===== src/rtl/twiddle_gen.sv =====
// Streaming twiddle-factor generator. Each accepted request produces a burst
// of beats. Every beat carries LANES cos/sin pairs for the indices
// start + n*step (mod N). Values come from one quarter-wave sine ROM that is
// built at elaboration with round-half-away-from-zero entries.
module twiddle_gen #(
    parameter int LOG2N = 6,
    parameter int LANES = 8,
    parameter int WIDTH = 16,
    parameter int FRAC  = 8,
    parameter int CNT_W = 8
) (
    input  logic                     clk,
    input  logic                     rst_n,
    input  logic                     req_valid,
    output logic                     req_ready,
    input  logic [LOG2N-1:0]         req_start,
    input  logic [LOG2N-1:0]         req_step,
    input  logic [CNT_W-1:0]         req_beats_m1,
    input  logic                     req_conj,
    output logic                     out_valid,
    input  logic                     out_ready,
    output logic                     out_last,
    output logic [LANES*WIDTH-1:0]   cos_out,
    output logic [LANES*WIDTH-1:0]   sin_out
);

    localparam int N         = 1 << LOG2N;
    localparam int QTR       = N / 4;
    // The ROM index must reach QTR itself, so it needs one bit more than r.
    localparam int RW        = LOG2N - 1;
    localparam int ANG_SHIFT = 30;
    // pi scaled by 2^30; the angle arithmetic below uses that fixed point.
    localparam longint PI_SCALED = 64'sd3373259426;

    // The table is evaluated once at elaboration. A Taylor series in 64-bit
    // fixed point gives an error far below half an output LSB. Because the
    // angle stays in [0, pi/2], the sum is never negative, so adding half an
    // LSB before the shift rounds half away from zero.
    function automatic logic [(QTR+1)*WIDTH-1:0] build_rom();
        logic [(QTR+1)*WIDTH-1:0] rom;
        longint x, term, sum, val;
        rom = '0;
        for (int j = 0; j <= QTR; j++) begin
            x    = (64'sd2 * PI_SCALED * longint'(j)) / longint'(N);
            term = x;
            sum  = x;
            for (int n = 1; n <= 12; n++) begin
                term = -((term * x) >>> ANG_SHIFT);
                term = (term * x) >>> ANG_SHIFT;
                term = term / longint'((2 * n) * (2 * n + 1));
                sum  = sum + term;
            end
            val = ((sum <<< FRAC) + (64'sd1 <<< (ANG_SHIFT - 1))) >>> ANG_SHIFT;
            rom[j*WIDTH +: WIDTH] = WIDTH'(val);
        end
        return rom;
    endfunction

    localparam logic [(QTR+1)*WIDTH-1:0] ROM = build_rom();

    // Quarter-wave folding. Odd quadrants read the table mirrored, and the
    // lower half-circle negates. T[0] is zero, so negating it gives 0, not -0.
    function automatic logic signed [WIDTH-1:0] sin_lut(input logic [LOG2N-1:0] k);
        logic [1:0]              q;
        logic [RW-1:0]           r;
        logic [RW-1:0]           idx;
        logic signed [WIDTH-1:0] mag;
        q   = k[LOG2N-1 -: 2];
        r   = {1'b0, k[LOG2N-3:0]};
        idx = q[0] ? (RW'(QTR) - r) : r;
        mag = ROM[int'(idx)*WIDTH +: WIDTH];
        return q[1] ? -mag : mag;
    endfunction

    typedef enum logic {
        IDLE,
        RUN
    } state_t;

    state_t                   state_q, state_d;
    logic [LOG2N-1:0]         base_q, base_d;
    logic [LOG2N-1:0]         step_q, step_d;
    logic [CNT_W-1:0]         beat_q, beat_d;
    logic [CNT_W-1:0]         beats_m1_q, beats_m1_d;
    logic                     conj_q, conj_d;
    logic                     out_valid_q, out_valid_d;
    logic                     out_last_q, out_last_d;
    logic [LANES*WIDTH-1:0]   cos_q, cos_d;
    logic [LANES*WIDTH-1:0]   sin_q, sin_d;
    logic                     load_beat;
    logic [LOG2N-1:0]         lane_idx;
    logic signed [WIDTH-1:0]  sin_v;

    assign req_ready = (state_q == IDLE);
    assign out_valid = out_valid_q;
    assign out_last  = out_last_q;
    assign cos_out   = cos_q;
    assign sin_out   = sin_q;

    // Control path: accept a request, present beats, and advance base and beat on each handshake.
    always_comb begin
        state_d     = state_q;
        base_d      = base_q;
        step_d      = step_q;
        beat_d      = beat_q;
        beats_m1_d  = beats_m1_q;
        conj_d      = conj_q;
        out_valid_d = out_valid_q;
        out_last_d  = out_last_q;
        load_beat   = 1'b0;
        case (state_q)
            IDLE: begin
                if (req_valid) begin
                    base_d     = req_start;
                    step_d     = req_step;
                    beats_m1_d = req_beats_m1;
                    conj_d     = req_conj;
                    beat_d     = '0;
                    state_d    = RUN;
                end
            end
            RUN: begin
                if (!out_valid_q) begin
                    load_beat   = 1'b1;
                    out_valid_d = 1'b1;
                end else if (out_ready) begin
                    if (out_last_q) begin
                        state_d     = IDLE;
                        out_valid_d = 1'b0;
                        out_last_d  = 1'b0;
                    end else begin
                        base_d    = base_q + LOG2N'(LANES) * step_q;
                        beat_d    = beat_q + CNT_W'(1);
                        load_beat = 1'b1;
                    end
                end
            end
            default: state_d = IDLE;
        endcase
        if (load_beat) begin
            out_last_d = (beat_d == beats_m1_q);
        end
    end

    // Lane datapath: compute every lane of the next beat from the base of that beat.
    always_comb begin
        cos_d    = cos_q;
        sin_d    = sin_q;
        lane_idx = '0;
        sin_v    = '0;
        if (load_beat) begin
            for (int i = 0; i < LANES; i++) begin
                lane_idx = base_d + LOG2N'(i) * step_q;
                cos_d[i*WIDTH +: WIDTH] = sin_lut(lane_idx + LOG2N'(QTR));
                sin_v = sin_lut(lane_idx);
                sin_d[i*WIDTH +: WIDTH] = conj_q ? -sin_v : sin_v;
            end
        end
    end

    // State, burst bookkeeping and output registers; reset drops any burst in progress.
    always_ff @(posedge clk or negedge rst_n) begin
        if (!rst_n) begin
            state_q     <= IDLE;
            base_q      <= '0;
            step_q      <= '0;
            beat_q      <= '0;
            beats_m1_q  <= '0;
            conj_q      <= 1'b0;
            out_valid_q <= 1'b0;
            out_last_q  <= 1'b0;
            cos_q       <= '0;
            sin_q       <= '0;
        end else begin
            state_q     <= state_d;
            base_q      <= base_d;
            step_q      <= step_d;
            beat_q      <= beat_d;
            beats_m1_q  <= beats_m1_d;
            conj_q      <= conj_d;
            out_valid_q <= out_valid_d;
            out_last_q  <= out_last_d;
            cos_q       <= cos_d;
            sin_q       <= sin_d;
        end
    end

endmodule


===== config.mk =====
export PLATFORM = sky130hd
export DESIGN_NAME = twiddle_gen
export DESIGN_NICKNAME = d
export VERILOG_FILES = /design/src/rtl/twiddle_gen.sv
export SDC_FILE = /design/constraint.sdc
export NUM_CORES = 1
export LEC_CHECK = 0
export BUFFER_PORTS_ARGS = -buffer_cell sky130_fd_sc_hd__buf_4
export CAP_MARGIN = 25
export CELL_PAD_IN_SITES_DETAIL_PLACEMENT = 1
export CELL_PAD_IN_SITES_GLOBAL_PLACEMENT = 1
export CORE_ASPECT_RATIO = 1.5
export CORE_MARGIN = 2
export CORE_UTILIZATION = 30
export DETAILED_ROUTE_END_ITERATION = 7
export PLACE_DENSITY_LB_ADDON = 0.1
export SETUP_SLACK_MARGIN = 0.4
export SYNTH_ARGS = -nofsm -noshare
export SYNTH_HDL_FRONTEND = slang
export SYNTH_SLANG_ARGS = --single-unit

===== constraint.sdc =====
create_clock -name clk -period 11.6 [get_ports clk]
set_input_delay 2.32 -clock clk [delete_from_list [all_inputs] [get_ports clk]]
set_output_delay 2.32 -clock clk [all_outputs]
set_load 0.1 [all_outputs]

After elaboration in Yosys (flattened, before gate mapping)
Index checks and enable logic that the tools add are counted.
{ "word_totals": {"inputBits": 25, "regBits": 288, "word_cells": 156} }
{ "op_classes": {"bitwise_logic": 1, "mux": 62, "shift": 16, "add_sub_neg": 57, "mul": 4, "reduce_logical": 5, "eq_ne": 1} }
{ "op_table": {"columns": ["operator", "count"], "rows": [
  ["272-bit by 10-bit variable part select with 16-bit output (first input constant)", 16],
  ["16-bit 2-to-1 mux", 24],
  ["16-bit negator", 24],
  ["5-bit 2-to-1 mux", 16],
  ["5-bit by 4-bit subtractor with 5-bit output (first input constant)", 16],
  ["6-bit by 5-bit adder with 6-bit output (second input constant)", 8],
  ["6-bit adder", 8],
  ["8-bit 2-to-1 mux", 4],
  ["6-bit 2-to-1 mux", 4],
  ["8-bit one-hot mux with 2 select lines", 1],
  ["3-bit by 6-bit multiplier with 6-bit output (first input constant)", 2],
  ["6-bit one-hot mux with 2 select lines", 1],
  ["1-bit 2-to-1 mux", 11],
  ["8-bit by 1-bit adder with 8-bit output (second input constant)", 1],
  ["8-bit equality test", 1],
  ["2-bit by 6-bit multiplier with 5-bit output (first input constant)", 1],
  ["2-bit by 6-bit multiplier with 6-bit output (first input constant)", 1],
  ["2-bit nonzero test", 3],
  ["3-bit AND reduction", 1],
  ["1-bit one-hot mux with 2 select lines", 1],
  ["2-bit AND reduction", 1],
  ["1-bit NOT", 1]
]} }

Logic depth before layout (Yosys ltp)
Gate-level depths: netlist of run 1.
{ "logic_depth": {"ltp_word": 13, "ltp_mapped": 31, "mapped_depth_nobuf": 24} }

Worst setup path before layout of run 1
OpenSTA, ideal clock, no wires.
{ "synth_timing": {"kind": "input port to flip-flop", "from": "input port req_valid", "to": "register sin_q[63] (netlist: sin_out[63])", "required_time_ns": 11.530, "path_slack_ns": 2.600, "stages": 29, "t_arrival_ns": 8.930, "cell_sequence": "buf_4 > nor2b_4 > buf_6 > mux2_4 > clkbuf_1 > buf_1 > clkbuf_1 > ha_1 > buf_2 > inv_1 > buf_6 > clkbuf_1 > ha_1 > clkinv_1 > a31o_2 > nor3b_2 > or2_1 > buf_4 > nor3_1 > o31ai_2 > ha_1 > inv_1 > a211o_1 > o41ai_1 > xor2_1 > o2111ai_1 > nor3_1 > or3_1 > nand3_1"} }
{ "synth_via": {"elab_chain_len": 10} }
{ "synth_rtl": {"columns": ["item", "line_no", "text"], "rows": [
  ["start: declaration", "14", "input logic req_valid,"],
  ["6-bit 2-to-1 mux *", "113", "if (req_valid) begin"],
  ["6-bit one-hot mux with 2 select lines *", "111", "case (state_q)"],
  ["net base_d[0]", "81", "logic [LOG2N-1:0] base_q, base_d;"],
  ["6-bit adder *", "153", "lane_idx = base_d + LOG2N'(i) * step_q;"],
  ["5-bit by 4-bit subtractor with 5-bit output", "70", "idx = q[0] ? (RW'(QTR) - r) : r;"],
  ["5-bit 2-to-1 mux", "70", null],
  ["272-bit by 10-bit variable part select with 16-bit output", "71", "mag = ROM[int'(idx)*WIDTH +: WIDTH];"],
  ["16-bit negator", "72", "return q[1] ? -mag : mag;"],
  ["16-bit 2-to-1 mux *", "72", null],
  ["16-bit negator", "156", "sin_d[i*WIDTH +: WIDTH] = conj_q ? -sin_v : sin_v;"],
  ["16-bit 2-to-1 mux *", "156", null],
  ["end signal: assignment", "184", "sin_q <= sin_d;"],
  ["end: declaration", "89", "logic [LANES*WIDTH-1:0] sin_q, sin_d;"]
]} }
Mark *: on every way through the listed nets, which the timed path passes. The rest lies on a longest branch.
A chain may end at the register's enable or synchronous reset.

Worst setup path after layout of run 1
{ "layout_timing": {"from": "input port req_valid", "to": "register sin_q[60] (netlist: sin_out[60])"} }
Same word-level chain as after synthesis.

==> results of run 1 <==
[registers in the layout (all words and copies together) (netlist names), 6 cells and up]
signal      count
sin_out       128
step_q          6
cos_out       128
base_q          6
beats_m1_q      8
beat_q          8
[worst paths after layout]
check / from / end / slack [ns]
worst min-delay path: cos_out[104] / cos_out[104] / 0.48
worst max register to register: step_q[1] / sin_out[92] / 3.53
min in group asynchronous: rst_n / cos_out[93] / 1.72
max in group asynchronous: rst_n / sin_out[60] / 8.53
worst max-delay path: req_valid / sin_out[60] / 2.27
worst min register to register: cos_out[104] / cos_out[104] / 0.48
[worst register-to-register path, stage by stage (launching register included)]
cell      delay [ns]
dfrtp_1         0.66
fa_1            0.67
nor2b_1         0.07
mux2i_2         0.33
nand2_1         0.27
fa_1            0.59
inv_1           0.05
ha_1            0.41
inv_1           0.18
xnor2_1         0.80
mux2i_1         0.56
ha_1            0.29
nor3_1          0.07
a21oi_1         0.17
o221ai_1        0.12
o221ai_1        0.59
nand2_1         0.27
a211oi_1        0.37
mux2i_1         0.26
o32ai_1         0.15
a211oi_1        0.97
a21o_1          0.15
[routing by layer]
layer  part of all wire  GRT usage  vias to the layer above
li1                   -          -                    11000
met1               0.40      0.252                    11600
met2               0.54      0.430                      336
met3              0.025     0.0219                      128
met4              0.036     0.0774                        0
met5                  0          0                        -
[kinds of logic (layout without fill, tap and decap cells)]
family / count (synthesis) / in the layout / share of synthesized area
fa+ha+maj: 115 / 115 / 0.0664
xor+xnor: 264 / 264 / 0.0992
mux: 66 / 66 / 0.0305
simple gates: 1116 / 1116 / 0.215
other cells: 0 / 1 / 0
flops: 288 / 288 / 0.302
buf+inv: 260 / 489 / 0.0455
compound gates: 867 / 867 / 0.241
[Yosys cell counts, types with 9 or more instances]
| cell | instances | area share |
|---|---|---|
| nor4_1 | 13 | 0.0034 |
| fa_1 | 20 | 0.017 |
| a31oi_1 | 38 | 0.010 |
| mux2_2 | 14 | 0.0066 |
| a211oi_1 | 25 | 0.0079 |
| and2_1 | 17 | 0.0045 |
| nor3_1 | 95 | 0.020 |
| a22oi_1 | 9 | 0.0028 |
| inv_1 | 86 | 0.014 |
| nor2_1 | 211 | 0.033 |
| ha_1 | 93 | 0.049 |
| mux2i_1 | 46 | 0.019 |
| nand2b_1 | 24 | 0.0063 |
| xor2_1 | 93 | 0.034 |
| o211ai_1 | 27 | 0.0085 |
| xnor2_1 | 164 | 0.060 |
| a21oi_1 | 148 | 0.031 |
| buf_2 | 23 | 0.0048 |
| o21ai_0 | 297 | 0.062 |
| nor2b_1 | 11 | 0.0029 |
| a21o_1 | 61 | 0.019 |
| o221ai_1 | 10 | 0.0037 |
| o31ai_1 | 19 | 0.0060 |
| nand2_1 | 480 | 0.076 |
| nand4_1 | 22 | 0.0058 |
| and3_1 | 32 | 0.0084 |
| o2111ai_1 | 9 | 0.0033 |
| a311o_1 | 9 | 0.0038 |
| o22ai_1 | 13 | 0.0034 |
| o21ai_1 | 14 | 0.0029 |
| dfrtp_1 | 288 | 0.30 |
| clkbuf_1 | 120 | 0.019 |
| nand3_1 | 115 | 0.024 |
| o21a_1 | 21 | 0.0066 |
| a211o_1 | 16 | 0.0059 |
| o31a_1 | 9 | 0.0033 |
| or2_2 | 14 | 0.0037 |
| or3_1 | 24 | 0.0063 |
[metrics by stage]
step / area, µm² / worst slack, ns / util / hold slack [ns]
after floorplan: 23800 / 2.60 / - / 0.466
after global placement: 26900 / 2.05 / 0.342 / 0.461
after detailed placement: 26900 / 1.74 / 0.342 / 0.465
after CTS: 28000 / 2.34 / 0.356 / 0.481
after global routing: 28100 / 1.73 / 0.357 / 0.491
final: 28100 / 2.27 / 0.357 / 0.475
[area by class of cell]
| type | count | area, µm² |
|---|---|---|
| multi-input cells | 2428 | 15600 |
| clock buffers | 43 | 956 |
| diodes | 1 | 2.50 |
| repair buffers | 331 | 2520 |
| well taps | 1024 | 1280 |
| fillers | 9403 | 50600 |
| clock inverters | 19 | 194 |
| flip-flops and latches | 288 | 7210 |
| inverters | 96 | 360 |
==> results.txt, run 1 <==
Status = finished, final reports clean
Yosys synthesis warning count = 0
GPL Wtd Cong = 0.849
Initial core utilization = 0.303
CP dominant cell by count = ha_1
Critical Path Fanout Max = 25
Fin crit share = 0.804
Hpwl dp = 72.1 mm
Final Routed Wirelength = 92.8 mm
Htree depth = 2
Number of global-route vias before repair = 24000
Tot GR Track Use = 0.224
Synthesis-to-layout area growth = 17.8%
Layout cells sized above 1 = 0.155
Cells on worst reg2reg path = 21
CTS buffer count = 34
Skew final = 0.0184 ns
Core area = 78700 µm²
Crit-path cells = buf_4, nor2b_4, buf_4, mux2_2, fa_1, ha_1, inv_1, ha_1, clkinv_1, a31o_2, nor3b_2, or2_1, nor3_1, o31ai_2, ha_1, inv_1, a211o_1, nor4_1, nor3_1, nor4_1, a21oi_1, o21a_1
Post-Syn Instances = 2976
Worst path top cell family by delay = adder cells
Postcts setup bufs = 0
Pins over their slew limit = 0
Max incr delay on CP = 0.77 ns
Total Nets Final = 3317
Synth Cell Area = 23800 µm²
Avg WL per Cell = 21.9 µm
Most common cell after layout, fill and taps aside = nand2_1
Maximum clock rate = 107 MHz
Most frequent cells in the layout = nand2_1, buf_4, o21ai_0, dfrtp_1, nor2_1
Critical path depth = 22
Worst Hold Class = flip-flop to flip-flop
Min Tclk post-route = 9.33 ns
Drt pass-1 iters = 5
Largest net degree at the start of global routing = 147
Synthesis-stage register bit count = 288
Crit-path slowest cell = ha_1
Chip Width = 234 µm
Full die area = 81800 µm²
Die Ht = 349 µm
Normalized max-slew margin = 0.198
Global-route wire length before repair = 144 mm
Non-Filler Instances = 4230
Vias per Instance = 5.45
Crit Path Class = input pin to flip-flop
Antenna-violating nets left = 0
Worst skew pair latency = 0.58 ns
CP startpoint kind = input pin
Fin Setup TNS = 0 ns
Avg Cell Area, Syn = 8.01 µm²
Req. time, crit path = 12.07 ns
Post-synth EDFFs = 0
CTS Hold Buffers Added = 0
TritonCTS clock tree = done
Final setup violation count = 0
Worst-Margin Slew = 1.20 ns
Number of cell rows = 126
Clock tree buffer depth = 3
Clock Tree Root = clkbuf_16
Iter 0 DRT Violations = 1055
RSZ-0062 raised after global routing = no
CP bufs+invs = 5
I/O Pins = 284
Vias = 23100
Async SR Flop Fraction = 1.00
# port buffers = 283
Placed instance count = 4161
Clock-pin transition on the worst setup and hold timing paths = 0.06 ns
Hold Path Stages = 2
Syn_nets = 3114
Sequential cell area fraction in the yosys report = 0.302
Setup crit end kind = flip-flop
Total of max-cap violations = 0
Clock sinks = 288
Overflow after GRT = 0
Synth cell types = 121
WP data arrival = 9.79 ns
Initial antenna violation count = 1
Post-cts gate resize count = 0
Fin. Hold Viols = 0
Top FF cell, synth = dfrtp_1
Drt drc = 0
Power of run 1 is not shown: default switching activity piles up to over one toggle a cycle in this logic, so the estimate is an artifact.
==> run 2: changes to the inputs <==
--- a/config.mk
+++ b/config.mk
@@ -5,6 +5,7 @@
 export SDC_FILE = /design/constraint.sdc
 export NUM_CORES = 1
 export LEC_CHECK = 0
+export ABC_AREA = 1
 export BUFFER_PORTS_ARGS = -buffer_cell sky130_fd_sc_hd__buf_4
 export CAP_MARGIN = 25
 export CELL_PAD_IN_SITES_DETAIL_PLACEMENT = 1
==> constraint.sdc (replaced) <==
create_clock -name clk -period 8.79 [get_ports clk]
set_input_delay 1.758 -clock clk [delete_from_list [all_inputs] [get_ports clk]]
set_output_delay 1.758 -clock clk [all_outputs]
set_load 0.1 [all_outputs]
==> results.txt, run 2 <==
Status = finished, final reports clean
Worst hold endpoint = sin_out[60]
Worst path top cell family by delay = simple AND/OR/NAND/NOR gates
Hold Path Stages = 2 (unchanged)
Routed wl met3 = 2.04 mm (-11%)
Most area-hungry cell type in the Yosys netlist = dfrtp_1
Min Tclk post-route = 6.39 ns
Full die area = 76500 µm² (-6.5%)
CP dominant cell by count = nand2_1
Core area = 73600 µm² (-6.5%)
I/O Pins = 284 (unchanged)
Initial antenna violation count = 0 (-1)
Worst R2R Start = step_q[0]
Normalized max-slew margin = 0.294 (+0.0967)
Design Area, Final = 26300 µm² (-6.3%)
RSZ-0062 raised after global routing = no
Clock sinks = 288 (unchanged)
Total of max-cap violations = 0 (unchanged)
Die Ht = 338 µm (-3.3%)
Top FF cell, synth = dfrtp_1
Chip Width = 226 µm (-3.3%)
Cells on worst reg2reg path = 28 (+33%)
Top-count cell post-synth = nand2_1
GPL Wtd Cong = 0.862 (+1.5%)
Req. time, crit path = 9.28 ns (-2.79 ns)
Worst Hold Class = flip-flop to flip-flop
Non-Filler Instances = 4506 (+6.5%)
Worst-Margin Slew = 1.06 ns (-0.138 ns)
Final core utilization = 0.358 (+0.000787)
Most frequent cells in the layout = nand2_1, nand3_1, buf_4, dfrtp_1, inv_1
Number of cell rows = 122 (-3.2%)
CTS buffer count = 31 (-8.8%)
Initial core utilization = 0.303 (-0.000386)
Worst skew pair latency = 0.62 ns (+0.04 ns)
CP bufs+invs = 5 (unchanged)
Synthesis-to-layout area growth = 18.2%
Maximum clock rate = 156 MHz
Number of global-route vias before repair = 23900 (-0.77%)
Postcts setup bufs = 0 (unchanged)
Syn_nets = 3393 (+9.0%)
Avg Cell Area, Syn = 6.84 µm² (-15%)
Post-Place Cell Area = 25200 µm² (-6.1%)
Synth top area cells = dfrtp_1, nand2_1, nand3_1, ha_1, inv_1
Placed instance count = 4448 (+6.9%)
CTS Hold Buffers Added = 0 (unchanged)
Worst hold start = sin_out[60]
Skew final = 0.0209 ns (+0.00251 ns)
Post-synth EDFFs = 0 (unchanged)
Most common cell after layout, fill and taps aside = nand2_1
Fin. Hold Viols = 0 (unchanged)
Drt pass-1 iters = 4 (-1)
Tot GR Track Use = 0.216 (-0.00751)
Clock-pin transition on the worst setup and hold timing paths = 0.07 ns (about the same)
Top Layer Used = met4
R2R Path End = sin_out[89]
Max incr delay on CP = 0.50 ns (-0.27 ns)
Clock tree buffer depth = 3 (unchanged)
Clock Tree Root = clkbuf_16
Total Nets Final = 3627 (+9.3%)
# port buffers = 283 (unchanged)
Post-cts gate resize count = 0 (unchanged)
Crit-path slowest cell = fa_1
Final setup violation count = 0 (unchanged)
Layout cells sized above 1 = 0.153 (-0.00256)
Async SR Flop Fraction = 1.00 (unchanged)
Iter 0 DRT Violations = 797 (-24%)
Antenna-violating nets left = 0 (unchanged)
Synth cell types = 64 (-47%)
Critical Path Fanout Max = 20 (-20%)
Global-route wire length before repair = 131 mm (-8.9%)
CP startpoint kind = input pin
Reg2reg setup slack = 2.76 ns (-0.77 ns)
Avg WL per Cell = 18.4 µm (-16%)
Pins over their slew limit = 0 (unchanged)
Hpwl dp = 65.5 mm (-9.1%)
Yosys synthesis warning count = 0 (unchanged)
TritonCTS clock tree = done
Overflow after GRT = 0 (unchanged)
Fin Setup TNS = 0 ns (unchanged)
Post-synth top cells = nand2_1, nand3_1, dfrtp_1
Sequential cell area fraction in the yosys report = 0.324 (+0.0213)
Met2 routed WL = 46.7 mm (-6.9%)
Crit Path Class = input pin to flip-flop
Final Routed Wirelength = 82.7 mm (-11%)
Largest net degree at the start of global routing = 196 (+33%)
Htree depth = 1 (-1)
WP data arrival = 6.89 ns (-2.90 ns)
Ant diodes = 0 (-1)
Drt drc = 0 (unchanged)
Vias = 22100 (-4.1%)
Synth Cell Area = 22300 µm² (-6.6%)
Share of the synthesized area in the top cell type = 0.324 (+0.0213)
Fin crit share = 0.727
Setup crit end kind = flip-flop
WL met1 = 31.1 mm (-16%)
Vias per Instance = 4.91 (-10%)
Post-Syn Instances = 3255 (+9.4%)
Synthesis-stage register bit count = 288 (unchanged)
run 2: worst max-delay path by stage:
stage	from	endpoint	slack, ns	cells after the start
after detailed placement	req_valid	sin_out[125]	1.75	28
after floorplan	req_valid	sin_out[121]	2.43	35
after global placement	req_valid	sin_out[123]	1.97	29
final	req_valid	sin_out[121]	2.40	28
after global routing	req_valid	sin_out[125]	1.86	28
after CTS	req_valid	sin_out[125]	2.41	28
run 2: kinds of logic after synthesis:
| logic type | synth area share |
|---|---|
| DFF | 0.324 |
| AOI/OAI and AO/OA | 0.102 |
| xor gates and xnor gates | 0.0538 |
| and+or+nand+nor | 0.371 |
| adders and majority gates | 0.0702 |
| buffers and inverters | 0.0793 |
run 2: metrics by stage:
| stage | hold WS, ns | worst slack, ns |
|---|---|---|
| after floorplan | 0.447 | 2.43 |
| after global placement | 0.465 | 1.97 |
| after detailed placement | 0.470 | 1.75 |
| after CTS | 0.488 | 2.41 |
| after global routing | 0.506 | 1.86 |
| final | 0.481 | 2.40 |
run 2: worst register-to-register path: cells and delay by family (launching register included):
family	cells	cell delay (ns)
flops	1	0.61
fa+ha+maj	5	1.95
buf+inv	4	0.39
simple gates	18	2.74
compound gates	1	0.24
run 2: area by class of cell:
cell class	instances	area (µm²)
Sequential cell	288	7210
Fill cell	9384	47200
Multi-Input combinational cell	2553	13300
Inverter	322	1230
Clock buffer	36	805
Tap cell	992	1240
Timing Repair Buffer	293	2230
Clock inverter	22	304
run 2: routing by layer:
metal	GRT usage	vias to the layer above
li1	-	10900
met1	0.223	10800
met2	0.444	279
met3	0.0203	112
met4	0.0747	0
met5	0	-
Power of run 2 is left out for the same reason.
